`src/rtl/sram_1rw_256x32_ctrl.sv`:
```
// Request-side controller for the single-port 256x32 SRAM macro: drives the active-low
// pin protocol and returns read data through a credit-protected response FIFO.

module sram_1rw_256x32_ctrl #(
    parameter int ADDR_WIDTH = 8,
    parameter int DATA_WIDTH = 32,
    parameter int RSP_DEPTH  = 2
) (
    input  logic                  clk,
    input  logic                  rst_n,
    input  logic                  req_valid,
    output logic                  req_ready,
    input  logic                  req_we,
    input  logic [ADDR_WIDTH-1:0] req_addr,
    input  logic [DATA_WIDTH-1:0] req_wdata,
    output logic                  rsp_valid,
    input  logic                  rsp_ready,
    output logic [DATA_WIDTH-1:0] rsp_rdata,
    output logic [ADDR_WIDTH-1:0] sram_a,
    output logic                  sram_csb,
    output logic                  sram_web,
    output logic                  sram_oeb,
    output logic [DATA_WIDTH-1:0] sram_i,
    input  logic [DATA_WIDTH-1:0] sram_o
);

    localparam int CW = $clog2(RSP_DEPTH + 1);
    localparam int PW = (RSP_DEPTH > 1) ? $clog2(RSP_DEPTH) : 1;
    localparam logic [CW:0]   DEPTH_OCC = (CW+1)'(RSP_DEPTH);
    localparam logic [CW-1:0] DEPTH_CNT = CW'(RSP_DEPTH);
    localparam logic [PW-1:0] LAST_PTR  = PW'(RSP_DEPTH - 1);

    logic                  rd_pending_r;
    logic [CW-1:0]         count_r;
    logic [PW-1:0]         wr_ptr_r;
    logic [PW-1:0]         rd_ptr_r;
    logic [DATA_WIDTH-1:0] fifo_mem_r [RSP_DEPTH];

    logic        fire_s;
    logic        push_s;
    logic        pop_s;
    logic [CW:0] occ_s;

    function automatic logic [PW-1:0] ptr_inc(input logic [PW-1:0] p);
        if (p == LAST_PTR) begin
            ptr_inc = {PW{1'b0}};
        end else begin
            ptr_inc = p + PW'(1);
        end
    endfunction

    // Occupancy counts the read already launched into the macro, so a read is only
    // accepted when a FIFO slot is guaranteed for its data regardless of rsp_ready.
    assign occ_s  = {1'b0, count_r} + {{CW{1'b0}}, rd_pending_r};
    assign fire_s = req_valid & req_ready;
    assign push_s = rd_pending_r;
    assign pop_s  = rsp_valid & rsp_ready;

    // Request acceptance: writes always fit, reads need a credit; nothing while in reset.
    always_comb begin
        req_ready = 1'b0;
        if (!rst_n) begin
            req_ready = 1'b0;
        end else if (req_we) begin
            req_ready = 1'b1;
        end else begin
            req_ready = (occ_s < DEPTH_OCC);
        end
    end

    assign sram_csb  = ~fire_s;
    assign sram_web  = ~req_we;
    assign sram_a    = req_addr;
    assign sram_i    = req_wdata;
    assign sram_oeb  = ~rd_pending_r;
    assign rsp_valid = (count_r != {CW{1'b0}});
    assign rsp_rdata = fifo_mem_r[rd_ptr_r];

    // Capture-cycle flag: high in the cycle after a read is accepted.
    always_ff @(posedge clk or negedge rst_n) begin
        if (!rst_n) begin
            rd_pending_r <= 1'b0;
        end else begin
            rd_pending_r <= fire_s & ~req_we;
        end
    end

    // Response FIFO pointers, occupancy and storage.
    always_ff @(posedge clk or negedge rst_n) begin
        if (!rst_n) begin
            count_r  <= {CW{1'b0}};
            wr_ptr_r <= {PW{1'b0}};
            rd_ptr_r <= {PW{1'b0}};
            for (int i = 0; i < RSP_DEPTH; i++) begin
                fifo_mem_r[i] <= {DATA_WIDTH{1'b0}};
            end
        end else begin
            case ({push_s, pop_s})
                2'b10:   count_r <= count_r + CW'(1);
                2'b01:   count_r <= count_r - CW'(1);
                default: count_r <= count_r;
            endcase
            if (push_s) begin
                fifo_mem_r[wr_ptr_r] <= sram_o;
                wr_ptr_r             <= ptr_inc(wr_ptr_r);
            end else begin
                wr_ptr_r <= wr_ptr_r;
            end
            if (pop_s) begin
                rd_ptr_r <= ptr_inc(rd_ptr_r);
            end else begin
                rd_ptr_r <= rd_ptr_r;
            end
        end
    end

    sram_1rw_256x32_ctrl_chk #(
        .CW        (CW),
        .DEPTH_CNT (DEPTH_CNT)
    ) u_chk (
        .clk     (clk),
        .rst_n   (rst_n),
        .push    (push_s),
        .count   (count_r)
    );

endmodule

// Simulation checker: the credit scheme must make a push into a full FIFO impossible.
module sram_1rw_256x32_ctrl_chk #(
    parameter int                 CW        = 2,
    parameter logic [CW-1:0]      DEPTH_CNT = 2'd2
) (
    input logic          clk,
    input logic          rst_n,
    input logic          push,
    input logic [CW-1:0] count
);

    a_no_overflow: assert property (@(posedge clk) disable iff (!rst_n)
        !(push && (count == DEPTH_CNT)));

endmodule

```
`config.mk`:
```
export PLATFORM = sky130hd
export DESIGN_NAME = sram_1rw_256x32_ctrl
export DESIGN_NICKNAME = d
export VERILOG_FILES = /design/src/rtl/sram_1rw_256x32_ctrl.sv
export SDC_FILE = /design/constraint.sdc
export NUM_CORES = 1
export LEC_CHECK = 0
export BUFFER_PORTS_ARGS = -buffer_cell sky130_fd_sc_hd__buf_2
export CAP_MARGIN = 0
export CORE_ASPECT_RATIO = 1.4
export CORE_MARGIN = 2
export CORE_UTILIZATION = 40
export DETAILED_ROUTE_END_ITERATION = 10
export PLACE_DENSITY = 0.7
export SLEW_MARGIN = 20
export SYNTH_ARGS = -nofsm -noshare
export SYNTH_HDL_FRONTEND = slang
export SYNTH_SLANG_ARGS = --single-unit
```
`constraint.sdc`:
```
create_clock -name clk -period 4.9 [get_ports clk]
set_clock_uncertainty 0.15 [all_clocks]
set_input_delay 0.735 -clock clk [delete_from_list [all_inputs] [get_ports clk]]
set_output_delay 0.735 -clock clk [all_outputs]
set_load 0.05 [all_outputs]
```
Word-level counts from Yosys, hierarchy flattened
Index checks and enable logic that the tools add are counted.
Widths: inputs -> output; s select.
- memory bits (read-only): 0
- output and inout bits: 77
- bits of input ports: 77
- RAM bits: 0
- latch bits: 0
- word-level logic and storage cells: 39
- register bits: 69
- memories kept: 0
- bitwise operators: 8
- shift operators: 0
- equal/unequal tests: 2
- divide/modulo/power cells: 0
- muxes and demuxes: 11
- reductions and logical operators: 3
- add/sub/neg operators: 5
- $mul: 0
- order comparisons: 4
- operator list (operator ; count):
    $mux 32 ; 4
    $bwmux 64 ; 1
    $demux 32 s1 ; 1
    $ge 2x2->1 const B ; 2
    $mux 1 ; 4
    $not 1->2 ; 2
    $pmux 2 s2 ; 1
    $reduce_bool 2->1 ; 2
    $add 2x1->3 ; 1
    $and 1x1->1 ; 3
    $lt 3x2->1 const B ; 1
    $not 1->1 ; 3
    $add 1x1->1 const B ; 2
    $add 2x1->2 const B ; 1
    $eq 2x1->1 const B ; 1
    $eq 2x2->1 const B ; 1
    $lt 2x1->1 const B ; 1
    $sub 2x1->2 const B ; 1
    $logic_and 1x1->1 ; 1

Longest topological paths before layout
Gate-level depths: netlist of the first run.
- depth after elaboration: 6
- gate-level depth with buffers: 6
- gate-level depth less buffers: 6

Worst setup path after synthesis of the first run
No wires, ideal clock.
- path type: input to output
- start: in req_we
- end: out sram_csb
- slack: 2.488 ns
- arrival time: 1.527 ns
- path buffers: 0
- stages on the path: 1
- required time: 4.015 ns
- path through: o211ai_1
- longest elaborated chain between the ends: 4
- RTL lines (item ; RTL line ; source):
    start, declared ; 13 ; input logic req_we,
    $mux 1 ; 64 ; end else if (req_we) begin
    $mux 1 ; 62 ; if (!rst_n) begin
    $and 1x1->1 ; 55 ; assign fire_s = req_valid & req_ready;
    $not 1->1 ; 71 ; assign sram_csb = ~fire_s;
    end, declared ; 20 ; output logic sram_csb,
No other way between the ends.

Worst setup path in the final report of the first run
- start: reg rd_ptr_r
- end: out rsp_rdata[11]
- longest elaborated chain between the ends: 4
- RTL lines (item ; RTL line ; source):
    start, declared ; 36 ; logic [PW-1:0] rd_ptr_r;
    start signal, assigned ; 93 ; rd_ptr_r <= {PW{1'b0}};
    start signal, assigned ; 110 ; rd_ptr_r <= ptr_inc(rd_ptr_r);
    start signal, assigned ; 112 ; rd_ptr_r <= rd_ptr_r;
    $not 1->2 (not written as such) ; 77 ; assign rsp_rdata = fifo_mem_r[rd_ptr_r];
    $mux 32 (not written as such) (3 in a row) ; 77 ;
    end, declared ; 18 ; output logic [DATA_WIDTH-1:0] rsp_rdata,
No other way between the ends. The select of a mux whose other input is x is not followed.

==> results.py, run 1 <==
metrics = {
    "status": {
        "status": "finished clean",
    },
    "yosys": {
        "syn_nets": 310,
        "synthMuxAreaShare_pct": 32.69,
        "yosysSeqAreaShare_pct": 52.21,
        "ys_warn_count": 0,
        "synthSimpleGateAreaFrac_pct": 1.211,
        "synth.distinct_cells": 20,
        "synthXorXnorAreaFrac_pct": 1.324,
        "netlist_area_mm2": 0.003307,
        "synthCells": 232,
        "synth-compound-area-share_pct": 0.6054,
        "synthAdderAreaFrac_pct": 0.3784,
        "synth_top_family_by_area": "multiplexers",
        "avgSynthCellArea_um2": 14.25,
        "synth_seq_cells": 69,
    },
    "cells_and_area": {
        "seq_area_mm2": 0.001727,
        "n_antenna_cell": 0,
        "post_route_cells_drive_above_1_share_pct": 67.15,
        "n_fill_cell": 764,
        "nets": 347,
        "multi_input_area_mm2": 0.001197,
        "syn2layout_area_growth_pct": 12.56,
    },
    "sta": {
        "fin_setup_tns_ps": 0,
        "hold_violations": 0,
        "rsz0062_at_grt": "false",
        "slew_headroom_pct": 37.46,
        "fmax_mhz": 390.8,
        "tightest_slew_ps": 935.8,
        "worst_hold_slack_ps": 330.2,
        "finalCritPeriodShare_pct": 52.23,
        "fin_crit_ps": 2559,
        "setup_viol": 0,
        "finalMaxSlewViolations": 0,
    },
    "clock_network": {
        "cts-root-buf": "clkbuf_16",
        "cts_tree": "yes",
        "numCtsBuffers": 9,
        "hold_buffers": 0,
        "postCtsSetupRepairBufs": 0,
        "clockBufferDepth": 2,
        "h-tree-depth": 3,
        "clk_pin_slew_ps": 50,
        "clock-sinks": 69,
        "ctsResizeCount": 0,
        "clk_latency_ps": 330,
    },
    "floorplan": {
        "die_w_um": 80.85,
        "io_pins": 154,
        "rows": 39,
        "fp.coreArea_mm2": 0.008100,
        "start_util_pct": 40.82,
        "die_y_um": 111.6,
        "die-area_mm2": 0.009021,
    },
    "placed_design": {
        "place.gp.congestion": 0.6994,
        "dp_hpwl_um": 3652,
        "io_buffers": 73,
    },
    "grt": {
        "grt_antenna_before_repair": 0,
        "grt_pass1_wl_um": 9018,
        "grt_overflow_total": 0,
        "grt_pass1_vias": 1960,
        "grt_max_degree": 70,
        "grt_usage_pct": 13.45,
    },
    "hold_path": {
        "worstHoldPathCells": 1,
        "hp-class": "register to register",
    },
    "drt": {
        "remaining_drc_errors": 0,
        "vias_per_cell": 4.894,
        "firstDrtPassIters": 4,
        "wl_per_cell_um": 14.57,
        "num_vias": 1840,
        "drt_iter0_markers": 40,
        "wirelength_um": 5479,
        "route.antenna.remaining_nets": 0,
    },
    "worst_setup_path": {
        "crit_fanout": 33,
        "worstSetupStartpointType": "register",
        "crit_required_ps": 4010,
        "crit_arrival_ps": 1670,
        "reg2reg_depth": 3,
        "end_kind": "primary output",
        "critPathKind": "register to primary output",
    },
    "power_and_ir_drop": {
        "power_leakage_nw": 1.707,
        "peakVddDrop_uv": 363.0,
        "power_density_mw_per_mm2": 856.8,
    },
    "job": {
        "maxCapViolations": 0,
    },
}
==> power by group <==
group          switching (mW)  total (mW)  internal [mW]
Sequential              0.133       0.987          0.855
Combinational            1.05        1.62          0.569
Clock                   0.217       0.587          0.370
Total                    1.40        3.19           1.79
==> path summary, 6_finish.rpt <==
| kind | startpoint | endpoint | slack [ps] |
|---|---|---|---|
| min in group asynchronous | rst_n | count_r[1]$_DFFE_PN0P_ | 490 |
| setup / recovery | rd_ptr_r$_DFFE_PN0P_ | rsp_rdata[11] | 2340 |
| hold reg to reg | count_r[1]$_DFFE_PN0P_ | count_r[1]$_DFFE_PN0P_ | 330 |
| setup reg to reg | wr_ptr_r$_DFFE_PN0P_ | fifo_mem_r[20]$_DFFE_PN0P_ | 2890 |
| max in group asynchronous | rst_n | fifo_mem_r[57]$_DFFE_PN0P_ | 3570 |
| hold / removal | count_r[1]$_DFFE_PN0P_ | count_r[1]$_DFFE_PN0P_ | 330 |
==> state kept, by name, indices dropped and copies added, names as in the netlist <==
register    flops
count_r         2
fifo_mem_r     64
push_s          1
rd_ptr_r        1
wr_ptr_r        1
==> cell families after synthesis <==
family | after synthesis
compound gates | 3
xor+xnor | 5
fa+ha+maj | 1
buf+inv | 52
flops | 69
mux | 96
simple gates | 6
==> through the flow <==
stage / instance area (um^2) / total power, mW / setup WS [ps] / util, % / std cells
2_1_floorplan: 3307 / 2.410 / 2488 / - / 232
3_3_place_gp: 3450 / 2.602 / 2698 / 42.59 / 360
3_5_place_dp: 3450 / 2.633 / 2671 / 42.59 / 360
4_1_cts: 3722 / 3.237 / 2309 / 45.95 / 376
5_1_grt: 3722 / 3.363 / 2250 / 45.95 / 376
6_report: 3722 / 3.189 / 2341 / 45.95 / 376
==> critical path: stages (launching register included) <==
cell	delay (ps)
dfrtp_1	320
buf_4	390
mux2_2	400
buf_2	210
==> cell usage after synthesis <==
| cell | instances | area, um^2 |
|---|---|---|
| a21oi_1 | 1 | 5.000 |
| and2_1 | 1 | 6.260 |
| and4_1 | 1 | 8.760 |
| buf_2 | 3 | 15.01 |
| buf_4 | 43 | 322.8 |
| buf_6 | 3 | 33.78 |
| clkbuf_1 | 1 | 3.750 |
| dfrtp_1 | 69 | 1727 |
| ha_1 | 1 | 12.51 |
| inv_1 | 2 | 7.510 |
| mux2_1 | 2 | 22.52 |
| mux2_2 | 94 | 1059 |
| nand2_1 | 1 | 3.750 |
| nor2_1 | 1 | 3.750 |
| nor2_4 | 1 | 11.26 |
| o211ai_1 | 1 | 7.510 |
| o21a_1 | 1 | 7.510 |
| or2_2 | 1 | 6.260 |
| xnor2_1 | 2 | 17.52 |
| xor2_1 | 3 | 26.28 |
==> per-layer routing <==
layer | up-vias | track usage [%] | part of all wire [%]
met5 | - | 0 | 0
met4 | 0 | 10.17 | 2.9
met3 | 19 | 3.971 | 5.9
met2 | 60 | 21.38 | 49
met1 | 922 | 14.76 | 42
li1 | 839 | - | -
==> cells in the final DEF (no fill, tap or decap), types with 2 or more instances in the layout <==
cell / n
clkbuf_1: 4
dfrtp_1: 69
buf_2: 72
xnor2_1: 2
mux2_1: 2
clkbuf_8: 2
buf_4: 4
xor2_1: 3
inv_1: 2
mux2_2: 94
clkbuf_16: 9
==> layout make-up <==
type                       count  area share (%)
clock buffer                  15           7.193
clock inverter                 1          0.1345
inverter                       2          0.2017
multi-input combinational    111           32.17
sequential                    69           46.39
tap                          102           3.429
timing repair buffer          76           10.49
No activity file was read; power rests on OpenSTA's default activity.
==> inputs of run 2 (changes only) <==
==> constraint.sdc (replaced) <==
create_clock -name clk -period 2.55 [get_ports clk]
set_clock_uncertainty 0.15 [all_clocks]
set_input_delay 0.3825 -clock clk [delete_from_list [all_inputs] [get_ports clk]]
set_output_delay 0.3825 -clock clk [all_outputs]
set_load 0.05 [all_outputs]
==> results.py, run 2 (synthesis results as in run 1) <==
metrics = {
    "grt": {
        "grt_overflow_total": 0,
        "grt_antenna_before_repair": 0,
        "grt_pass1_vias": 1904,
        "grt_max_degree": 37,
        "grt_usage_pct": 13.10,
        "grt_pass1_wl_um": 9045,
    },
    "drt": {
        "firstDrtPassIters": 4,
        "drt_iter0_markers": 36,
        "num_vias": 1836,
        "vias_per_cell": 4.819,
        "remaining_drc_errors": 0,
        "wl_per_cell_um": 14.71,
        "route.antenna.remaining_nets": 0,
        "wirelength_um": 5603,
    },
    "cells_and_area": {
        "reg.largest.list": "fifo_mem_r (64), count_r (2)",
        "largest-register": "fifo_mem_r",
        "final_cell_mix": "mux2_2, buf_2, dfrtp_1",
        "n_fill_cell": 759,
        "syn2layout_area_growth_pct": 15.66,
        "post_route_cells_drive_above_1_share_pct": 68.82,
        "n_antenna_cell": 0,
        "largest_register_ffs": 64,
        "final_common_cell": "mux2_2",
        "nets": 352,
    },
    "clock_network": {
        "h-tree-depth": 3,
        "clk_latency_ps": 320,
        "postCtsSetupRepairBufs": 0,
        "cts_tree": "yes",
        "ctsResizeCount": 0,
        "cts-root-buf": "clkbuf_16",
        "numCtsBuffers": 9,
        "clockBufferDepth": 2,
        "clock-sinks": 69,
        "clk_pin_slew_ps": 50,
    },
    "placed_design": {
        "place.gp.congestion": 0.7064,
        "io_buffers": 73,
        "dp_hpwl_um": 3883,
    },
    "power_and_ir_drop": {
        "power_density_mw_per_mm2": 1665,
        "peakVddDrop_uv": 828.0,
        "power_leakage_nw": 1.751,
        "p_total_mw": 6.368,
    },
    "worst_setup_path": {
        "regToRegStartpoint": "count_r[0]$_DFFE_PN0P_",
        "crit_arrival_ps": 1660,
        "crit_required_ps": 2020,
        "worstSetupStartpointType": "register",
        "regToRegEndpoint": "count_r[1]$_DFFE_PN0P_",
        "end_kind": "primary output",
        "critPathKind": "register to primary output",
        "crit_fanout": 33,
        "r2r_slack_ps": 830,
        "crit_start": "rd_ptr_r$_DFFE_PN0P_",
        "reg2reg_depth": 5,
        "endpoint": "rsp_rdata[20]",
    },
    "floorplan": {
        "io_pins": 154,
        "die_y_um": 111.6,
        "die_w_um": 80.85,
        "rows": 39,
        "die-area_mm2": 0.009021,
        "start_util_pct": 40.82,
        "fp.coreArea_mm2": 0.008100,
    },
    "sta": {
        "finalCritPeriodShare_pct": 86.01,
        "tightest_slew_ps": 463.8,
        "fmax_mhz": 455.9,
        "setup_viol": 0,
        "slew_headroom_pct": 69.08,
        "hold_violations": 0,
        "finalMaxSlewViolations": 0,
        "rsz0062_at_grt": "false",
        "fin_setup_tns_ps": 0,
        "fin_crit_ps": 2193,
    },
    "hold_path": {
        "hp-class": "primary input to register",
    },
    "status": {
        "status": "finished clean",
    },
    "job": {
        "maxCapViolations": 0,
    },
}
==> run 2: what timing repair did <==
action / CTS / global route
endpoints found under the hold margin: 33 / 0
hold buffers: 1 / 0
setup endpoints to repair: 0 / 0
==> run 2: power breakdown <==
group          switching [mW]  total [mW]  internal [mW]  leakage, nW
Clock                   0.440        1.35          0.908        0.154
Sequential              0.262        1.90           1.64        0.823
Combinational            2.02        3.12           1.10        0.774
==> run 2: per-layer routing <==
metal | routed length [um] | share of wire [%] | global-route usage (%)
met1 | 2352 | 42 | 15.92
met3 | 361 | 6.4 | 4.214
met5 | 0 | 0 | 0
met4 | 110 | 2.0 | 6.441
met2 | 2777 | 50 | 20.66
==> run 2: cell type report <==
class                           count  area, um^2  area share, %
Tap cell                          102       127.6          3.337
Multi-Input combinational cell    111        1197          31.31
Timing Repair Buffer               81       430.4          11.25
Sequential cell                    69        1727          45.14
Clock buffer                       11       252.7          6.608
Clock inverter                      5       82.58          2.159
Inverter                            2       7.507         0.1963
==> run 2: worst min path at each step <==
stage | from | to | slack [ps] | cells after the start
finish | sram_o[6] | fifo_mem_r[38]$_DFFE_PN0P_ | 150 | 2
global route | sram_o[6] | fifo_mem_r[38]$_DFFE_PN0P_ | 140 | 2
CTS | sram_o[6] | fifo_mem_r[38]$_DFFE_PN0P_ | 140 | 2
detailed placement | rst_n | push_s$_DFF_PN0_ | 320 | 2
global placement | rst_n | push_s$_DFF_PN0_ | 310 | 2
floorplan | rst_n | count_r[0]$_DFFE_PN0P_ | -60 | 0
==> run 2: worst max-delay path, cell delays in order, from the launching register on <==
cell and delay [ps]:
dfrtp_1 320, buf_4 400, mux2_2 400, buf_2 210
==> run 2: stage by stage <==
| step | hold slack, ps | setup WS, ps | util [%] | cell area (um^2) | instances |
|---|---|---|---|---|---|
| after floorplan | -63.09 | 729.2 | - | 3307 | 232 |
| final | 148.0 | 356.6 | 47.22 | 3825 | 381 |
| after global routing | 143.9 | 283.0 | 47.22 | 3825 | 381 |
| after global placement | 308.5 | 695.6 | 42.96 | 3480 | 364 |
| after CTS | 135.5 | 320.2 | 47.22 | 3825 | 381 |
| after detailed placement | 317.9 | 676.0 | 42.96 | 3480 | 364 |
